===== config.mk =====
export PLATFORM = sky130hd
export DESIGN_NAME = ob_drain
export DESIGN_NICKNAME = d
export VERILOG_FILES = /design/src/rtl/matrix_mult_pkg.sv /design/src/rtl/ob_drain.sv
export SDC_FILE = /design/constraint.sdc
export NUM_CORES = 1
export LEC_CHECK = 0
export CORE_UTILIZATION = 50
export CTS_BUF_LIST = sky130_fd_sc_hd__clkbuf_8
export DETAILED_ROUTE_END_ITERATION = 8
export PLACE_DENSITY = 0.93
export SETUP_SLACK_MARGIN = 0.3
export SYNTH_ARGS = -nofsm -noshare
export SYNTH_HDL_FRONTEND = slang
export SYNTH_SLANG_ARGS = --single-unit

===== constraint.sdc =====
create_clock -name clk_i -period 2.07 [get_ports clk_i]
set_input_delay 0.5175 -clock clk_i [delete_from_list [all_inputs] [get_ports clk_i]]
set_output_delay 0.5175 -clock clk_i [all_outputs]
set_load 0.05 [all_outputs]

===== src/rtl/matrix_mult_pkg.sv =====
// Shared constants and types for the matrix-multiply output path.
// The drain engine takes its beat geometry and drain FSM encoding from here.
package matrix_mult_pkg;

   localparam int MM_WIDTH        = 8;
   localparam int MM_COL          = 4;
   localparam int MM_O_SIZE       = 64;
   localparam int MM_DRIVER_WIDTH = 8;

   // Driver beats needed to move one output row off chip
   localparam int DRAIN_BEATS = (MM_COL * MM_WIDTH) / MM_DRIVER_WIDTH;

   typedef enum logic [2:0] {
      IDLE = 3'd0,
      READ = 3'd1,
      CAPT = 3'd2,
      SEND = 3'd3,
      DONE = 3'd4
   } drain_state_e;

endpackage


===== src/rtl/ob_drain.sv =====
// Output-buffer drain engine: reads a range of rows from the output buffer
// after a multiply finishes and serializes each row, lowest lane first,
// into DRIVER_WIDTH-bit beats on a valid/ready stream.
module ob_drain
   import matrix_mult_pkg::*;
#(
   parameter int WIDTH        = MM_WIDTH,
   parameter int COL          = MM_COL,
   parameter int O_SIZE       = MM_O_SIZE,
   parameter int DRIVER_WIDTH = MM_DRIVER_WIDTH
) (
   input  logic                        clk_i,
   input  logic                        rst_sync_i,
   input  logic                        start_i,
   input  logic [$clog2(O_SIZE)-1:0]   base_addr_i,
   input  logic [$clog2(O_SIZE):0]     num_rows_i,
   output logic                        mem_cenb_o,
   output logic                        mem_wenb_o,
   output logic [$clog2(O_SIZE)-1:0]   mem_addr_o,
   input  logic [COL*WIDTH-1:0]        mem_data_i,
   output logic [DRIVER_WIDTH-1:0]     data_o,
   output logic                        valid_o,
   input  logic                        ready_i,
   output logic                        busy_o,
   output logic                        done_o
);

   localparam int ROW_W = COL * WIDTH;
   localparam int BEATS = ROW_W / DRIVER_WIDTH;
   localparam int AW    = $clog2(O_SIZE);
   localparam int RW    = AW + 1;
   localparam int BW    = (BEATS > 1) ? $clog2(BEATS) : 1;

   generate
      if ((ROW_W % DRIVER_WIDTH) != 0) begin : g_bad_beat_width
         $error("ob_drain: COL*WIDTH must be a multiple of DRIVER_WIDTH");
      end
   endgenerate

   // Row address advance, wrapping at the buffer depth even when it is not a power of two
   function automatic logic [AW-1:0] addr_inc(input logic [AW-1:0] a);
      if (a == AW'(O_SIZE - 1)) begin
         return '0;
      end
      return a + AW'(1);
   endfunction

   drain_state_e          state_q;
   drain_state_e          state_d;
   logic [AW-1:0]         addr_q;
   logic [RW-1:0]         rows_q;
   logic [BW-1:0]         beat_q;
   logic [ROW_W-1:0]      shreg_q;
   logic                  last_beat;
   logic                  xfer;

   assign xfer      = (state_q == SEND) && ready_i;
   assign last_beat = (beat_q == BW'(BEATS - 1));

   // State register
   always_ff @(posedge clk_i) begin
      if (rst_sync_i) begin
         state_q <= IDLE;
      end else begin
         state_q <= state_d;
      end
   end

   // Next-state decode: one read, one capture cycle, then BEATS handshakes per row
   always_comb begin
      state_d = state_q;
      case (state_q)
         IDLE: begin
            if (start_i) begin
               state_d = (num_rows_i != '0) ? READ : DONE;
            end
         end
         READ:    state_d = CAPT;
         CAPT:    state_d = SEND;
         SEND: begin
            if (xfer && last_beat) begin
               state_d = (rows_q == RW'(1)) ? DONE : READ;
            end
         end
         DONE:    state_d = IDLE;
         default: state_d = IDLE;
      endcase
   end

   // Address, row count, beat count and shift register updates
   always_ff @(posedge clk_i) begin
      if (rst_sync_i) begin
         addr_q  <= '0;
         rows_q  <= '0;
         beat_q  <= '0;
         shreg_q <= '0;
      end else begin
         case (state_q)
            IDLE: begin
               if (start_i && (num_rows_i != '0)) begin
                  addr_q <= base_addr_i;
                  rows_q <= num_rows_i;
               end
            end
            CAPT: begin
               shreg_q <= mem_data_i;
               beat_q  <= '0;
            end
            SEND: begin
               if (ready_i) begin
                  shreg_q <= shreg_q >> DRIVER_WIDTH;
                  beat_q  <= beat_q + BW'(1);
                  if (last_beat) begin
                     rows_q <= rows_q - RW'(1);
                     addr_q <= addr_inc(addr_q);
                  end
               end
            end
            default: ;
         endcase
      end
   end

   // Outputs decode straight from registers only; no input reaches an output combinationally
   always_comb begin
      mem_cenb_o = (state_q != READ);
      mem_addr_o = addr_q;
      data_o     = shreg_q[DRIVER_WIDTH-1:0];
      valid_o    = (state_q == SEND);
      busy_o     = (state_q != IDLE);
      done_o     = (state_q == DONE);
   end

   assign mem_wenb_o = 1'b1;

endmodule


==> impl_metrics.tcl, run 1 <==
set metrics [dict create \
    synthCells 320 \
    synth_edf_count 0 \
    ys_warn_count 0 \
    drive_gt1_frac 0.2157 \
    fill_cells 352 \
    die_x_um 73.54 \
    start_util 0.5312 \
    crit_path_start_kind "register" \
    grt_setup_unrepaired "true" \
    gp_congestion 0.8457 \
    synth_commonest_cells "59 x nand2_1, 50 x dfxtp_1, 50 x nor2_1" \
    fin_crit_ns 1.781 \
    max_freq_mhz 561.5 \
    hp-start "shreg_q[16]$_SDFFE_PP0P_" \
    peakVddDrop_v 0.0005856 \
    clk_latency_ns 0.32 \
    power_density_nw_per_um2 935.3 \
    outcome "finished, final reports clean" \
    worstHoldPathCells 2 \
    final_max_slew_viol_count 0 \
    dp_hpwl_mm 4.563 \
    yosys_register_bits 50 \
    fp.dieH_um 73.54 \
    cts_buffer_depth 2 \
    synth_nets 373 \
    finish.utilization 0.7418 \
    io_buffers 66 \
    finalCritPeriodShare 0.8604 \
    wl_per_cell_um 14.79 \
    grt_pass1_vias 2423 \
    clock_sinks 50 \
    viasPerCell 5.570 \
    hold_buffers 0 \
    setup_violations 0 \
    core_area_um2 4817 \
    synth_area_um2 2559 \
    grt_antenna_before_repair 0 \
    critical_path_buf_inv_count 1 \
    cp_data_required_time_ns 1.55 \
    reg2regPathDepth 6 \
    path_clk_slew_ns 0.09 \
    fp.dieArea_um2 5407 \
    cts_buffers 5 \
    yosysUniqueCellTypes 48 \
    synth_top_area_frac 0.3912 \
    routed_wl_mm 6.818 \
    crit_family "simple AND/OR/NAND/NOR gates" \
    hold_violations 0 \
    crit_path_max_fanout 4 \
    min_path_type "register to register" \
    power.leakage_nw 1.471 \
    worst-r2r-setup-slack_ns 0.33 \
    fin_area_um2 3573 \
    cts_tree "built" \
    maxCapViolCount 0 \
    crit_start "state_q[0]$_SDFFE_PP0P_" \
    drc 0 \
    critical_path_class "register to output port" \
    slowest_delay_ns 0.41 \
    synth_area_leaders "dfxtp_1 39%, nand2_1 8.7%, a311oi_1 8.6%" \
    grt_max_degree 49 \
    grt_first_pass_wirelength_mm 10.72 \
    place_area_um2 3288 \
    yosys.area.top_type "dfxtp_1" \
    num_rows 25 \
    worst_r2r_startpoint "state_q[0]$_SDFFE_PP0P_" \
    arrival_ns 1.26 \
    ctsHtreeMaxLevel 2 \
    ant_nets 0 \
    antennaDiodeCount 0 \
    synth-main-ff-cell "dfxtp_1" \
    grt_overflow 0 \
    syn2layout_area_growth_pct 39.66 \
    path_cells "or3_4 -> buf_6" \
    final_nets 447 \
    grtUsageTotal 0.2588 \
    yosysMostFrequentCell "nand2_1" \
    dr.pass1.iters 4 \
    cp.depth 2 \
    cp_slowest_cell "or3_4" \
    seq_area_frac_synth 0.3912 \
    avgSynthCellArea_um2 7.996 \
    pin_count 68 \
    num_vias 2568 \
    end_kind "output port" \
    ys_async_sr_fraction 0 \
    drtIter0Drc 170 \
    clock-skew-final_ns 0.004898 \
    clockRootBuffer "clkbuf_8" \
]
## area by class of cell
cell class | count | area, um^2 | area share
multi-input cells | 233 | 1413 | 0.3953
clock buffers | 5 | 68.82 | 0.01926
flip-flops and latches | 50 | 1012 | 0.2833
inverters | 3 | 13.76 | 0.003852
well taps | 67 | 83.83 | 0.02346
clock inverters | 2 | 15.01 | 0.004202
repair buffers | 101 | 967.2 | 0.2707
## worst reg2reg max path: stages, from the launching register on
cell and delay, ns:
dfxtp_4 0.37, buf_4 0.13, nand3b_4 0.09, buf_4 0.20
or4b_1 0.52, a21o_1 0.19, a21oi_1 0.16
## logic make-up after synthesis
kind of cell    share of synthesized area
other cells                      0.001466
flops                              0.3912
simple gates                       0.2709
fa+ha+maj                         0.01956
compound gates                     0.2352
buf+inv                           0.08165
## state kept, by name, indices dropped and copies added (netlist names)
register and flops:
rows_q 7, beat_q 2, shreg_q 32, state_q 3
mem_addr_o 6
## where the power goes
part | switching, W | internal, W
clock network | 0.000342 | 0.000231
logic | 0.000843 | 0.000641
registers | 0.000141 | 0.00114
## stage by stage
| stage | hold slack, ns | total power (W) | TNS, ns | cells | setup WS (ns) |
|---|---|---|---|---|---|
| global placement | 0.4626 | 0.002596 | -0.6313 | 440 | -0.08828 |
| floorplan | 0.4464 | 0.002258 | 0 | 320 | 0.3305 |
| detailed placement | 0.4707 | 0.002662 | -0.9214 | 440 | -0.1272 |
| CTS | 0.4857 | 0.003285 | 0 | 459 | 0.2539 |
| global route | 0.5024 | 0.003511 | 0 | 461 | 0.2599 |
| finish | 0.4835 | 0.003342 | 0 | 461 | 0.2890 |
## worst paths after layout
path / end
min: shreg_q[8]$_SDFFE_PP0P_
max reg2reg: rows_q[6]$_SDFFE_PP0P_
max: busy_o
min reg2reg: shreg_q[8]$_SDFFE_PP0P_
## repair_timing
item | CTS | global route
hold endpoints to repair | 0 | 0
resized for setup | 29 | 22
pin swaps | 3 | 5
buffers inserted | 12 | 2
endpoints found under the setup margin | 30 | 21
## per-layer routing
metal  vias to the layer above  track usage  part of all wire
met4                         0       0.1368             0.025
met5                         -            0                 0
met3                        18      0.05624             0.054
li1                       1273            -                 -
met2                        91       0.4332              0.49
met1                      1186       0.3096              0.43
## cell usage in the layout (no fill, tap or decap), types with 6 or more instances in the layout
cell type        count
dlygate4sd2_1       10
nand2_1             59
dfxtp_1             47
nor2_1              49
clkdlybuf4s50_1     39
o21ai_0              7
buf_4               32
nor3_1               6
a21oi_1             16
dlymetal6s2s_1       6
buf_6                7
a311oi_1            25
a22oi_1              9
No activity file was read; power rests on OpenSTA's default activity.
==> run 2, diff against run 1 <==
Settings changed: SLEW_MARGIN set to 20.
==> results of run 2 <==
Same layout as run 1: the final DEF is identical, and so are final timing and power.
